File: src/rtl/cpu_paddle_driver.sv
// Computer-controlled Pong paddle: follows the ball once it has been approaching
// for a few ticks, otherwise parks the paddle in the middle of the playfield.
module cpu_paddle_driver #(
  parameter int SIDE        = 1,
  parameter int SCREEN_H    = 480,
  parameter int PADDLE_LEN  = 80,
  parameter int DEADBAND    = 4,
  parameter int REACT_TICKS = 3,
  parameter int JUMP_TH     = 64
) (
  input  logic       clk_i,
  input  logic       rst_i,
  input  logic       tick_i,
  input  logic       enable_i,
  input  logic [9:0] ball_x_i,
  input  logic [9:0] ball_y_i,
  input  logic [9:0] paddle_y_i,
  output logic       up_o,
  output logic       down_o,
  output logic [1:0] state_o,
  output logic       approaching_o
);

  typedef enum logic [1:0] {
    IDLE   = 2'd0,
    CENTER = 2'd1,
    WAIT   = 2'd2,
    TRACK  = 2'd3
  } state_e;

  localparam logic signed [10:0] HALF_LEN   = 11'(PADDLE_LEN / 2);
  localparam logic signed [10:0] MAX_TOP    = 11'(SCREEN_H - PADDLE_LEN);
  localparam logic signed [10:0] CENTER_Y   = 11'((SCREEN_H - PADDLE_LEN) / 2);
  localparam logic signed [10:0] DB         = 11'(DEADBAND);
  localparam logic        [10:0] JUMP_LIM   = 11'(JUMP_TH);
  localparam logic        [7:0]  REACT_LAST = 8'((REACT_TICKS > 0) ? REACT_TICKS - 1 : 0);

  state_e      state_q, state_d;
  logic [9:0]  prev_x_q, prev_x_d;
  logic        prev_valid_q, prev_valid_d;
  logic        appr_q, appr_d;
  logic [7:0]  cnt_q, cnt_d;
  logic        up_q, up_d;
  logic        down_q, down_d;

  logic signed [10:0] dx, trk_raw, trk_target, target, pad;
  logic        [10:0] abs_dx;
  logic               jump, has_target;

  always_comb begin
    dx      = $signed({1'b0, ball_x_i}) - $signed({1'b0, prev_x_q});
    abs_dx  = dx[10] ? 11'(-dx) : 11'(dx);
    jump    = prev_valid_q && (abs_dx > JUMP_LIM);
    pad     = $signed({1'b0, paddle_y_i});
    trk_raw = $signed({1'b0, ball_y_i}) - HALF_LEN;
    if (trk_raw < 11'sd0)
      trk_target = 11'sd0;
    else if (trk_raw > MAX_TOP)
      trk_target = MAX_TOP;
    else
      trk_target = trk_raw;
  end

  // Commands are derived from the state being entered, so they appear one clk after the tick.
  always_comb begin
    state_d      = state_q;
    prev_x_d     = prev_x_q;
    prev_valid_d = prev_valid_q;
    appr_d       = appr_q;
    cnt_d        = cnt_q;
    up_d         = up_q;
    down_d       = down_q;
    target       = CENTER_Y;
    has_target   = 1'b0;

    if (!enable_i) begin
      state_d      = IDLE;
      prev_valid_d = 1'b0;
      appr_d       = 1'b0;
      cnt_d        = 8'd0;
      up_d         = 1'b0;
      down_d       = 1'b0;
    end else if (tick_i) begin
      prev_x_d     = ball_x_i;
      prev_valid_d = 1'b1;
      if (state_q == IDLE) begin
        state_d      = CENTER;
        prev_valid_d = 1'b0;
        appr_d       = 1'b0;
        cnt_d        = 8'd0;
      end else if (jump) begin
        state_d      = CENTER;
        prev_valid_d = 1'b0;
        appr_d       = 1'b0;
        cnt_d        = 8'd0;
      end else begin
        if (prev_valid_q && (dx != 11'sd0))
          appr_d = (SIDE == 0) ? dx[10] : !dx[10];
        case (state_q)
          CENTER: begin
            if (appr_d) begin
              cnt_d   = 8'd0;
              state_d = (REACT_TICKS == 0) ? TRACK : WAIT;
            end
          end
          WAIT: begin
            if (!appr_d) begin
              state_d = CENTER;
              cnt_d   = 8'd0;
            end else begin
              cnt_d = cnt_q + 8'd1;
              if ((cnt_q + 8'd1) >= REACT_LAST)
                state_d = TRACK;
            end
          end
          TRACK: begin
            if (!appr_d)
              state_d = CENTER;
          end
          default: ;
        endcase
      end

      if (state_d == TRACK) begin
        target     = trk_target;
        has_target = 1'b1;
      end else if (state_d == CENTER) begin
        target     = CENTER_Y;
        has_target = 1'b1;
      end
      up_d   = has_target && (target < pad - DB) && (paddle_y_i != 10'd0);
      down_d = has_target && (target > pad + DB) && (pad < MAX_TOP);
    end
  end

  always_ff @(posedge clk_i) begin
    if (rst_i) begin
      state_q      <= IDLE;
      prev_x_q     <= 10'd0;
      prev_valid_q <= 1'b0;
      appr_q       <= 1'b0;
      cnt_q        <= 8'd0;
      up_q         <= 1'b0;
      down_q       <= 1'b0;
    end else begin
      state_q      <= state_d;
      prev_x_q     <= prev_x_d;
      prev_valid_q <= prev_valid_d;
      appr_q       <= appr_d;
      cnt_q        <= cnt_d;
      up_q         <= up_d;
      down_q       <= down_d;
    end
  end

  assign up_o          = up_q;
  assign down_o        = down_q;
  assign state_o       = state_q;
  assign approaching_o = appr_q;

endmodule

File: config.mk
export PLATFORM = sky130hd
export DESIGN_NAME = cpu_paddle_driver
export DESIGN_NICKNAME = d
export VERILOG_FILES = /design/src/rtl/cpu_paddle_driver.sv
export SDC_FILE = /design/constraint.sdc
export NUM_CORES = 1
export LEC_CHECK = 0
export BUFFER_PORTS_ARGS = -buffer_cell sky130_fd_sc_hd__buf_2
export CAP_MARGIN = 20
export CORE_UTILIZATION = 64
export DETAILED_ROUTE_END_ITERATION = 8
export GPL_TIMING_DRIVEN = 0
export PLACE_DENSITY_LB_ADDON = 0.3
export SLEW_MARGIN = 20
export SYNTH_ARGS = -nofsm -noshare
export SYNTH_HDL_FRONTEND = slang
export SYNTH_SLANG_ARGS = --single-unit
File: constraint.sdc
create_clock -name clk_i -period 17.45 [get_ports clk_i]
set_input_delay 3.49 -clock clk_i [delete_from_list [all_inputs] [get_ports clk_i]]
set_output_delay 3.49 -clock clk_i [all_outputs]
set_load 0.05 [all_outputs]
== Word level (Yosys, flattened, before mapping) ==
Index checks and enable logic that the tools add are counted.

* Register bits after elaboration: 24
* Input port bits: 34
* Output and inout bits: 5
* Logic and storage cells: 74

* Add/subtract/negate cells: 6
* Bitwise gates (word level): 1
* Eq/ne operators: 6
* Reduce and logical (&&, ||, !) cells: 14
* $lt $le $gt $ge: 7
* Muxes and demuxes: 33

{| class="wikitable"
|+ Operators by type and width
! operator !! number
|-
| 2-to-1 mux 11 bit || 6
|-
| 2-to-1 mux 8 bit || 4
|-
| 2-to-1 mux 2 bit || 8
|-
| one-hot mux 8 bit (2 select lines) || 1
|-
| 2-to-1 mux 1 bit || 13
|-
| adder 10 x 3 -> 11 bit, second input constant || 1
|-
| > comparator 11 x 10 -> 1 bit, second input constant || 1
|-
| > comparator 11 bit || 1
|-
| > comparator 11 x 7 -> 1 bit, second input constant || 1
|-
| < comparator 11 x 1 -> 1 bit, second input constant || 1
|-
| < comparator 11 bit || 1
|-
| negator 11 bit || 1
|-
| nonzero test 11 bit || 1
|-
| subtractor 10 x 10 -> 11 bit || 1
|-
| subtractor 10 x 3 -> 11 bit, second input constant || 1
|-
| subtractor 10 x 6 -> 11 bit, second input constant || 1
|-
| < comparator 10 x 9 -> 1 bit, second input constant || 1
|-
| nonzero test 10 bit || 1
|-
| adder 8 x 1 -> 8 bit, second input constant || 1
|-
| >= comparator 8 x 2 -> 1 bit, second input constant || 1
|-
| == test 2 bit, second input constant || 3
|-
| logical AND 1 bit || 6
|-
| one-hot mux 2 bit (3 select lines) || 1
|-
| == test 2 x 1 -> 1 bit, second input constant || 2
|-
| 8 further kinds || 8
|}

== Longest topological paths before layout ==
Gate-level depths: netlist of run 1.

* Depth after elaboration: 22
* Mapped depth: 27
* Gate-level depth less buffers: 26

== Least setup slack after synthesis of run 1 ==
Ideal clock, no wire load.

* Path kind: in2reg
* From: input ball_x_i[0]
* To: register up_q, in the netlist up_o
* Data arrival time: 8.046 ns
* Buffers on the path: 1
* Cell stages on the path: 26
* Data required time: 17.376 ns
* Setup slack: 9.330 ns
* Setup time: 0.074 ns
* Path through: inv_1 -> ha_1 -> inv_1 -> fa_1 -> a211oi_2 -> o21ai_1 -> a2111oi_4 -> nor2_2 -> or3_1 -> o211a_1 -> or3_1 -> o31a_1 -> buf_6 -> nor2_4 -> and3_1 -> ha_1 -> nor2b_1 -> o21ai_0 -> nand2b_1 -> a21o_1 -> a21o_1 -> a21oi_1 -> o21ai_0 -> nand3_1 -> nand4_1 -> o21ai_0

* Longest elaborated chain between the ends: 21
* Elaborated cells between the ends (all ways): 33
* Classes of those cells: add/sub: 2; order compare: 2; eq/ne: 2; mux: 21; reduce/logical: 6

{| class="wikitable"
|+ RTL lines
! element !! line !! RTL
|-
| from (decl) || 15 || <nowiki>input logic [9:0] ball_x_i,</nowiki>
|-
| subtractor 10 x 10 -> 11 bit * || 51 || <nowiki>dx = $signed({1'b0, ball_x_i}) - $signed({1'b0, prev_x_q});</nowiki>
|-
| parallel branches: the longest is 9 deep, another holds negator 11 bit || -- ||
|-
| 2-to-1 mux 2 bit * || 91 || <nowiki>end else if (jump) begin</nowiki>
|-
| 2-to-1 mux 2 bit * || 86 || <nowiki>if (state_q == IDLE) begin</nowiki>
|-
| 2-to-1 mux 2 bit * || 83 || <nowiki>end else if (tick_i) begin</nowiki>
|-
| 2-to-1 mux 2 bit * || 76 || <nowiki>if (!enable_i) begin</nowiki>
|-
| == test 2 bit or == test 2 x 1 -> 1 bit (tied branches) || 124, 127 ||
|-
| 2-to-1 mux 11 bit or 2-to-1 mux 1 bit (tied branches) || 124, 127 ||
|-
| 2-to-1 mux 11 bit or 2-to-1 mux 1 bit (tied branches) || 83, 124 ||
|-
| 2-to-1 mux 11 bit or 2-to-1 mux 1 bit (tied branches) || 76, 83 ||
|-
| < comparator 11 bit or 2-to-1 mux 1 bit (tied branches) || 131, 76 ||
|-
| logical AND 1 bit * (2 in a row) || 131 || <nowiki>up_d = has_target && (target < pad - DB) && (paddle_y_i != 10'd0);</nowiki>
|-
| to (signal assigned) || 151 || <nowiki>up_q <= up_d;</nowiki>
|-
| to (decl) || 43 || <nowiki>logic up_q, up_d;</nowiki>
|}

Mark *: on every way between the ends. The select of a mux whose other input is x is not followed.
A chain may end at the register's enable or synchronous reset.

== Worst setup path after layout of run 1 ==
Same ends and word-level chain as after synthesis.

==> flow_metrics.tcl, run 1 <==
set metrics [dict create \
    cts_buffers 3 \
    port-buffer-count 35 \
    endpoint_kind "register" \
    wl_mm 7.12 \
    core-area_um2 4470 \
    ys_top_cells_by_area "ha_1 (17%), dfxtp_1 (16%), nand2_1 (4.8%), a21oi_1 (4.7%), xor2_1 (3.4%)" \
    violations "DRC" \
    critPathBufInv 4 \
    htreeDepth 1 \
    synth_edf_count 0 \
    cts.clk_slew.worst_paths_ns 0.09 \
    path_class "input port to register" \
    area_delta_synth_final_pct 10.3 \
    critPathSlowestCell "a2111oi_4" \
    ioPinCount 39 \
    outcome "finished, violations left" \
    rsz0062_at_grt "no" \
    yosysSeqAreaShare_pct 15.6 \
    cts_hold_buffers 0 \
    wl_per_cell_um 14.4 \
    cts_setup_buffers 0 \
    clockBufferDepth 2 \
    worst_pin_slew_ns 0.681 \
    ys_seq_elements 24 \
    min_period_ns 8.54 \
    power_density_nw_per_um2 51.2 \
    critical_path_required_ns 17.66 \
    setup_viol 0 \
    crit_path_max_incr_delay_ns 0.46 \
    worst_slack_ns 8.91 \
    grt_overflow 0 \
    slew_headroom_pct 53.9 \
    arrival_ns 8.75 \
    pwr-share-seq_pct 32.8 \
    max_freq_ghz 0.117 \
    setup-tns-final_ns 0 \
    ys_async_sr_fraction_pct 0 \
    finalNetCount 521 \
    place_congestion 0.937 \
    grt_pass1_vias 2810 \
    maxSlewViolCount 0 \
    start_util_pct 68.7 \
    maxCapViolCount 0 \
    cts_tree "yes" \
    hold_path_class "register to register" \
    die_w_um 71.3 \
    synthFlopType "dfxtp_1" \
    avgSynthCellArea_um2 7.61 \
    netlist_instances 404 \
    ys_warn_count 0 \
    grt_start_max_net_pins 15 \
    crit_top_cell "o21ai_0" \
    dp_slack_ns 8.68 \
    peakVddDrop_uv 41.7 \
    worstPathMaxFanout 10 \
    p_clk_share_pct 29.3 \
    cp-start-kind "input port" \
    netlist.area_leader.share_pct 16.7 \
    p_switching_w 0.0000607 \
    diodes 0 \
    die_h_um 71.3 \
    track_usage_pct 29.2 \
    yosys.area.top_type "ha_1" \
    antenna_found_initial 0 \
    cts_sinks 24 \
    cts_root_buffer "clkbuf_8" \
    ant_nets 0 \
    p_int_w 0.000113 \
    cpLargestDelayFamily "compound AO/OA/AOI/OAI gates" \
    vias_per_cell 6.32 \
    synth.distinct_cells 69 \
    clkLatencyLatePin_ns 0.27 \
    vias 3135 \
    fin_worst_skew_ns 0.00245 \
    fin_hold_ws_ns 0.464 \
    hpwlAfterDp_mm 5.53 \
    num-fill-cells 344 \
    drt_pass1_iterations 7 \
    grt_pass1_wl_mm 12.3 \
    std_cell_rows 24 \
    drtIter0Drc 290 \
    drc_errors 5 \
    die-area_um2 5090 \
    period_share_pct 48.9 \
    hold_violations 0 \
    p_leak_nw 1.38 \
    synth_area_um2 3080 \
    ctsResizeCount 0 \
    drive_above_1_share_pct 13.3 \
    netSwitchingFraction_pct 34.9 \
    pwr-share-comb_pct 37.9 \
]
-- Yosys cell counts (3+ instances only) --
master     number
ha_1           41
nand2_1        39
a21oi_1        29
inv_1          27
dfxtp_1        24
o21ai_0        20
nand3_1        19
nor2_1         19
nor3_1         14
nor2b_1        13
xor2_1         12
xnor2_1        10
clkbuf_1        8
and3_1          7
a21o_1          6
a31oi_1         6
o21a_1          6
and2_1          5
or3_1           5
nand2b_1        4
nand4_1         4
o2111ai_1       4
o211ai_1        4
o21ai_1         4
or2_1           4
or4_1           4
a221o_1         3
a311oi_1        3
buf_2           3
o2bb2ai_1       3
-- stage by stage --
| step | cells | power, W | area, µm² | utilization, % |
|---|---|---|---|---|
| finish | 496 | 0.000174 | 3390 | 75.8 |
| global route | 496 | 0.000184 | 3390 | 75.8 |
| CTS | 496 | 0.000173 | 3390 | 75.8 |
| detailed placement | 492 | 0.000122 | 3320 | 74.2 |
| global placement | 492 | 0.000120 | 3320 | 74.2 |
| floorplan | 405 | 0.000106 | 3080 | - |
-- power groups by stage --
| stage | combinational [W] | sequential [W] | clock, W |
|---|---|---|---|
| 2_1_floorplan | 0.0000470 | 0.0000590 | 0 |
| 3_3_place_gp | 0.0000618 | 0.0000582 | 0 |
| 3_5_place_dp | 0.0000642 | 0.0000583 | 0 |
| 4_1_cts | 0.0000650 | 0.0000570 | 0.0000511 |
| 5_1_grt | 0.0000733 | 0.0000572 | 0.0000536 |
| 6_report | 0.0000658 | 0.0000570 | 0.0000509 |
-- flip-flops by register name (all words and copies together), names as in the netlist --
register / cells
approaching_o: 1
cnt_q: 8
down_o: 1
prev_valid_q: 1
prev_x_q: 10
state_o: 2
up_o: 1
-- logic make-up (layout without fill, tap and decap cells) --
logic type                 after synthesis  after routing  share of synthesized area, %
AOI/OAI and AO/OA                      118            118                          27.2
xor gates and xnor gates                22             22                          6.27
adders and majority gates               42             42                          17.3
buffers and inverters                   40             79                          5.49
DFF                                     24             24                          15.6
muxes                                    3              3                          1.02
other                                    1              2                         0.122
and+or+nand+nor                        154            154                          27.0
-- cell usage in the layout, fill, tap and decap left out, types with 3 or more instances in the layout --
| cell | netlist | layout |
|---|---|---|
| clkbuf_1 | 8 | 8 |
| buf_2 | 3 | 38 |
| clkbuf_8 | 0 | 3 |
| xnor2_1 | 10 | 10 |
| o2111ai_1 | 4 | 4 |
| or4_1 | 4 | 4 |
| o21a_1 | 6 | 6 |
| a31oi_1 | 6 | 6 |
| a311oi_1 | 3 | 3 |
| a21o_1 | 6 | 6 |
| nor3_1 | 14 | 14 |
| or3_1 | 5 | 5 |
| nand2_1 | 39 | 39 |
| o211ai_1 | 4 | 4 |
| or2_1 | 4 | 4 |
| a221o_1 | 3 | 3 |
| nand3_1 | 19 | 19 |
| o21ai_1 | 4 | 4 |
| and2_1 | 5 | 5 |
| nand2b_1 | 4 | 4 |
| ha_1 | 41 | 41 |
| inv_1 | 27 | 27 |
| nor2_1 | 19 | 19 |
| a21oi_1 | 29 | 29 |
| xor2_1 | 12 | 12 |
| dfxtp_1 | 24 | 24 |
| and3_1 | 7 | 7 |
| nor2b_1 | 13 | 13 |
| nand4_1 | 4 | 4 |
| o2bb2ai_1 | 3 | 3 |
| o21ai_0 | 20 | 20 |
-- routing by layer --
metal / routed length [µm] / GRT usage [%]
met4: 82 / 4.89
met1: 3350 / 38.6
met3: 280 / 2.81
met2: 3410 / 52.1
met5: 0 / 0
-- tightest hold or removal path: stages (launching register included) --
cell and delay [ns]:
dfxtp_1 0.32, nand2_1 0.05, a21oi_1 0.06
-- final cells by class --
cell class,instances,area (µm²),share of cell area [%]
Clock buffer,3,41.3,1.22
Tap cell,52,65.1,1.92
Buffer,13,67.6,1.99
Clock inverter,1,30.0,0.886
Multi-Input combinational cell,341,2430,71.7
Inverter,27,101,2.99
Timing Repair Buffer,35,175,5.17
Sequential cell,24,480,14.2
-- worst paths after layout --
kind	start	endpoint	slack, ns	cells after the start
worst max-delay path	ball_x_i[0]	up_o$_SDFFE_PP0P_	8.91	27
worst min register to register	prev_x_q[9]$_SDFFE_PP0P_	prev_x_q[9]$_SDFFE_PP0P_	0.46	2
worst max register to register	prev_x_q[0]$_SDFFE_PP0P_	up_o$_SDFFE_PP0P_	11.91	25
worst min-delay path	prev_x_q[9]$_SDFFE_PP0P_	prev_x_q[9]$_SDFFE_PP0P_	0.46	2
Note: power is estimated with default switching activity, not from simulation.
==> inputs of run 2 (changes only) <==
--- a/config.mk
+++ b/config.mk
@@ -5,9 +5,10 @@
 export SDC_FILE = /design/constraint.sdc
 export NUM_CORES = 1
 export LEC_CHECK = 0
+export ABC_AREA = 1
 export BUFFER_PORTS_ARGS = -buffer_cell sky130_fd_sc_hd__buf_2
 export CAP_MARGIN = 20
-export CORE_UTILIZATION = 64
+export CORE_UTILIZATION = 60
 export DETAILED_ROUTE_END_ITERATION = 8
 export GPL_TIMING_DRIVEN = 0
 export PLACE_DENSITY_LB_ADDON = 0.3
==> constraint.sdc (replaced) <==
create_clock -name clk_i -period 8 [get_ports clk_i]
set_input_delay 1.6 -clock clk_i [delete_from_list [all_inputs] [get_ports clk_i]]
set_output_delay 1.6 -clock clk_i [all_outputs]
set_load 0.05 [all_outputs]
==> flow_metrics.tcl, run 2 <==
set metrics [dict create \
    netlist.area_leader.share_pct 16.1 \
    final_cell_mix "nand2_1 (121), inv_1 (71), nor2_1 (45), nand3_1 (44), ha_1 (41)" \
    drt_pass1_iterations 4 \
    crit_top_cell "nand2_1" \
    endpoint_kind "register" \
    cts.clk_slew.worst_paths_ns 0.10 \
    avgSynthCellArea_um2 6.28 \
    largest_register "prev_x_q" \
    yosys.area.top_type "ha_1" \
    cp-start-kind "input port" \
    cts_setup_buffers 0 \
    ys_warn_count 0 \
    vias 3204 \
    grt_start_max_net_pins 15 \
    seq_area_um2 480 \
    synth_area_um2 3180 \
    cts_tree "yes" \
    grt_overflow 0 \
    maxSlewViolCount 0 \
    synth_edf_count 0 \
    drc_errors 0 \
    die_w_um 74.8 \
    setup_viol 0 \
    setup-tns-final_ns 0 \
    ant_nets 0 \
    cts_sinks 24 \
    ys_top_cells_by_area "ha_1 (16%), dfxtp_1 (15%), nand2_1 (14%), inv_1 (8.4%), nand3_1 (6.9%)" \
    largest_reg_flops 10 \
    path_class "input port to register" \
    hpwlAfterDp_mm 5.64 \
    start_util_pct 62.3 \
    stdcell_area_um2 3530 \
    ys_async_sr_fraction_pct 0 \
    port-buffer-count 36 \
    htreeDepth 1 \
    peakVddDrop_uv 79.7 \
    critPathSlowestCell "fa_1" \
    dpl.cell_count 614 \
    critical_path_required_ns 8.21 \
    synth_common_cells "nand2_1 (121), inv_1 (71), nor2_1 (45), nand3_1 (44), ha_1 (41)" \
    min_period_ns 5.68 \
    vias_per_cell 5.18 \
    multi_input_area_um2 2380 \
    outcome "finished clean" \
    ctsResizeCount 0 \
    ys_seq_elements 24 \
    yosysMostFrequentCell "nand2_1" \
    cts_hold_buffers 0 \
    p_leak_nw 1.74 \
    place_area_um2 3450 \
    grt_pass1_vias 2947 \
    yosysSeqAreaShare_pct 15.1 \
    grt_pass1_wl_mm 11.6 \
    ioPinCount 39 \
    power_density_nw_per_um2 117 \
    rsz0062_at_grt "no" \
    clkLatencyLatePin_ns 0.28 \
    wl_per_cell_um 11.0 \
    synth.distinct_cells 41 \
    fin_worst_skew_ns 0.0138 \
    antenna_found_initial 0 \
    cts_buffers 3 \
    fin_cells 618 \
    drive_above_1_share_pct 15.9 \
    core-area_um2 5110 \
    diodes 0 \
    num-fill-cells 475 \
    hold_violations 0 \
    finalNetCount 625 \
    std_cell_rows 26 \
    place_congestion 0.841 \
    worstPathMaxFanout 10 \
    netlist_instances 507 \
    arrival_ns 5.90 \
    synthFlopType "dfxtp_1" \
    track_usage_pct 25.4 \
    drtIter0Drc 88 \
    area_delta_synth_final_pct 10.8 \
    maxCapViolCount 0 \
    dp_slack_ns 2.05 \
    wl_mm 6.81 \
    final_common_cell "nand2_1" \
    period_share_pct 71.0 \
    die_h_um 74.8 \
    hold_path_class "register to register" \
    cts_root_buffer "clkbuf_8" \
    clockBufferDepth 2 \
    crit_path_max_incr_delay_ns 0.40 \
    die-area_um2 5600 \
    worst_slack_ns 2.32 \
    max_freq_ghz 0.176 \
]
-- run 2: cell count changes after synthesis, sizes merged, moves of 8 or more --
cell    previous run  this run
o21ai             24        10
nand2             39       140
inv               27        75
nor2b             13         0
nand3             19        49
a211oi             3        11
nor2              22        57
-- run 2: kinds of logic (layout without fill, tap and decap cells) --
| family | count (synthesis) | count (layout) | share of synthesized area, % |
|---|---|---|---|
| other cells | 1 | 2 | 0.118 |
| simple gates | 276 | 276 | 40.7 |
| flops | 24 | 24 | 15.1 |
| buf+inv | 84 | 124 | 10.3 |
| fa+ha+maj | 42 | 42 | 16.7 |
| xor+xnor | 22 | 22 | 6.05 |
| compound gates | 58 | 58 | 10.9 |
-- run 2: layout make-up --
type / instances / share of cell area [%]
Clock buffer: 3 / 1.17
Inverter: 77 / 8.37
Sequential cell: 24 / 13.6
Clock inverter: 1 / 0.852
Timing Repair Buffer: 36 / 5.11
Buffer: 7 / 0.958
Multi-Input combinational cell: 400 / 67.4
Tap cell: 70 / 2.48
-- run 2: where the power goes --
| part | switching (W) | leakage [nW] | internal, W | total (W) |
|---|---|---|---|---|
| Combinational | 0.000113 | 1.51 | 0.0000632 | 0.000177 |
| Clock | 0.0000423 | 0.0357 | 0.0000670 | 0.000109 |
| Sequential | 0.00000204 | 0.196 | 0.000124 | 0.000126 |
-- run 2: layer usage --
layer,wire [µm],share of wire [%],global-route usage [%]
met5,0,0,0
met4,75,1.1,5.66
met3,157,2.3,2.95
met2,3240,47,46.1
met1,3340,49,32.1
-- run 2: final timing paths --
| kind | start | end | slack [ns] | cells past startpoint |
|---|---|---|---|---|
| setup / recovery | ball_x_i[0] | up_o$_SDFFE_PP0P_ | 2.32 | 40 |
| hold / removal | up_o$_SDFFE_PP0P_ | up_o$_SDFFE_PP0P_ | 0.47 | 2 |
| setup reg to reg | prev_x_q[0]$_SDFFE_PP0P_ | up_o$_SDFFE_PP0P_ | 3.45 | 38 |
| hold reg to reg | up_o$_SDFFE_PP0P_ | up_o$_SDFFE_PP0P_ | 0.47 | 2 |
-- run 2: metrics by stage --
| stage | total power [W] | util (%) | hold slack [ns] |
|---|---|---|---|
| 6_report | 0.000411 | 69.0 | 0.470 |
| 3_3_place_gp | 0.000297 | 67.6 | 0.454 |
| 5_1_grt | 0.000442 | 69.0 | 0.497 |
| 3_5_place_dp | 0.000303 | 67.6 | 0.455 |
| 2_1_floorplan | 0.000264 | - | 0.443 |
| 4_1_cts | 0.000411 | 69.0 | 0.470 |
-- run 2: worst max-delay path: cells and delay by family --
| family | cells | cell delay [ns] |
|---|---|---|
| compound gates | 7 | 0.82 |
| buf+inv | 7 | 0.56 |
| fa+ha+maj | 4 | 1.05 |
| simple gates | 22 | 1.83 |
==> inputs of run 3 (changes only) <==
==> constraint.sdc (replaced) <==
create_clock -name clk_i -period 5.7 [get_ports clk_i]
set_input_delay 1.14 -clock clk_i [delete_from_list [all_inputs] [get_ports clk_i]]
set_output_delay 1.14 -clock clk_i [all_outputs]
set_load 0.05 [all_outputs]
==> flow_metrics.tcl, run 3 (synthesis gave the netlist of run 2 again) <==
set metrics [dict create \
    outcome "finished clean" \
    die-area_um2 5600 \
    worst_r2r_endpoint "up_o$_SDFFE_PP0P_" \
    crit_path_max_incr_delay_ns 0.40 \
    path_class "input port to register" \
    reg2regPathDepth 39 \
    die_h_um 74.8 \
    vias_per_cell 5.17 \
    power.total_w 0.000579 \
    ant_nets 0 \
    crit_top_cell "nand2_1" \
    grt_start_max_net_pins 15 \
    finalNetCount 625 \
    std_cell_rows 26 \
    hold_violations 0 \
    cts_tree "yes" \
    cts_setup_buffers 0 \
    hp-start "prev_x_q[7]$_SDFFE_PP0P_" \
    met1_usage_pct 32.1 \
    largest_register "prev_x_q" \
    drtIter0Drc 101 \
    maxSlewViolCount 0 \
    vias 3194 \
    max_freq_ghz 0.194 \
    die_w_um 74.8 \
    drive_above_1_share_pct 16.2 \
    fin_worst_skew_ns 0.0115 \
    wl_mm 6.82 \
    cts_hold_buffers 0 \
    grt_overflow 0 \
    grt_pass1_wl_mm 11.6 \
    setup_viol 0 \
    ioPinCount 39 \
    grtUsageMet2_pct 46.1 \
    num-fill-cells 473 \
    r2r_setup_slack_ns 1.22 \
    track_usage_pct 25.4 \
    met3_usage_pct 2.95 \
    critical_path_required_ns 5.92 \
    p_leak_nw 1.74 \
    start_util_pct 62.3 \
    power_density_nw_per_um2 163 \
    worstPathMaxFanout 10 \
    min_path_cells 2 \
    critPathBufInv 7 \
    clkLatencyLatePin_ns 0.28 \
    rsz0062_at_grt "no" \
    drc_errors 0 \
    arrival_ns 5.37 \
    grt_pass1_vias 2947 \
    cpLargestDelayFamily "simple AND/OR/NAND/NOR gates" \
    setup-tns-final_ns 0 \
    place_congestion 0.841 \
    crit_path_end "up_o$_SDFFE_PP0P_" \
    hpwlAfterDp_mm 5.64 \
    cts.clk_slew.worst_paths_ns 0.10 \
    port-buffer-count 36 \
    drt_pass1_iterations 4 \
    cp-start-kind "input port" \
    cts_root_buffer "clkbuf_8" \
    wl_per_cell_um 11.0 \
    gr-max-usage-layer "met2" \
    core-area_um2 5110 \
    endpoint_kind "register" \
    path_depth 41 \
    worstSetupStartpoint "ball_x_i[0]" \
    cts_buffers 3 \
    hold_path_class "register to register" \
    antenna_found_initial 0 \
    critPathSlowestCell "fa_1" \
    min_period_ns 5.16 \
    final_cell_mix "nand2_1 (121), inv_1 (71), nor2_1 (45), nand3_1 (43), ha_1 (41)" \
    cts_sinks 24 \
    final_common_cell "nand2_1" \
    maxCapViolCount 0 \
    clockBufferDepth 2 \
    largest_reg_flops 10 \
    area_delta_synth_final_pct 11.2 \
    period_share_pct 90.4 \
    diodes 0 \
    peakVddDrop_uv 111 \
    htreeDepth 1 \
    ctsResizeCount 0 \
    rr_startpoint "prev_x_q[0]$_SDFFE_PP0P_" \
]
## run 3: metal layers
metal  part of all wire, %  vias to the layer above
met2                    48                       48
met3                   2.4                        8
met1                    49                     1417
li1                      -                     1721
met5                     0                        -
met4                  0.98                        0
## run 3: worst min-delay path by stage
stage	end	slack [ns]
4_1_cts	up_o$_SDFFE_PP0P_	0.47
3_3_place_gp	up_o$_SDFFE_PP0P_	0.45
6_report	prev_x_q[7]$_SDFFE_PP0P_	0.47
5_1_grt	down_o$_SDFFE_PP0P_	0.50
3_5_place_dp	up_o$_SDFFE_PP0P_	0.46
2_1_floorplan	prev_x_q[2]$_SDFFE_PP0P_	0.44
## run 3: layout make-up
type | count | area [µm²] | area share (%)
inverters | 77 | 295 | 8.34
clock inverters | 1 | 30.0 | 0.848
repair buffers | 36 | 180 | 5.09
plain buffers | 7 | 33.8 | 0.954
multi-input cells | 400 | 2390 | 67.6
clock buffers | 3 | 41.3 | 1.17
well taps | 70 | 87.6 | 2.47
flip-flops and latches | 24 | 480 | 13.6
## run 3: stage by stage
step | hold slack (ns) | setup slack (ns) | utilization, % | cell area [µm²] | instances
floorplan | 0.443 | 0.777 | - | 3190 | 508
global placement | 0.454 | 0.329 | 67.6 | 3450 | 614
detailed placement | 0.455 | 0.208 | 67.6 | 3450 | 614
CTS | 0.470 | 0.471 | 69.0 | 3530 | 618
global route | 0.497 | 0.00881 | 69.3 | 3540 | 618
finish | 0.473 | 0.545 | 69.3 | 3540 | 618
## run 3: worst min-delay path, cell delays in order (launching register included)
cell	delay [ns]
dfxtp_1	0.30
inv_1	0.06
a211oi_1	0.07
## run 3: power by group
group	switching, W	internal [W]	leakage, nW	total (W)
combinational	0.000160	0.0000892	1.51	0.000250
clock	0.0000588	0.0000940	0.0357	0.000153
sequential	0.00000290	0.000173	0.196	0.000176
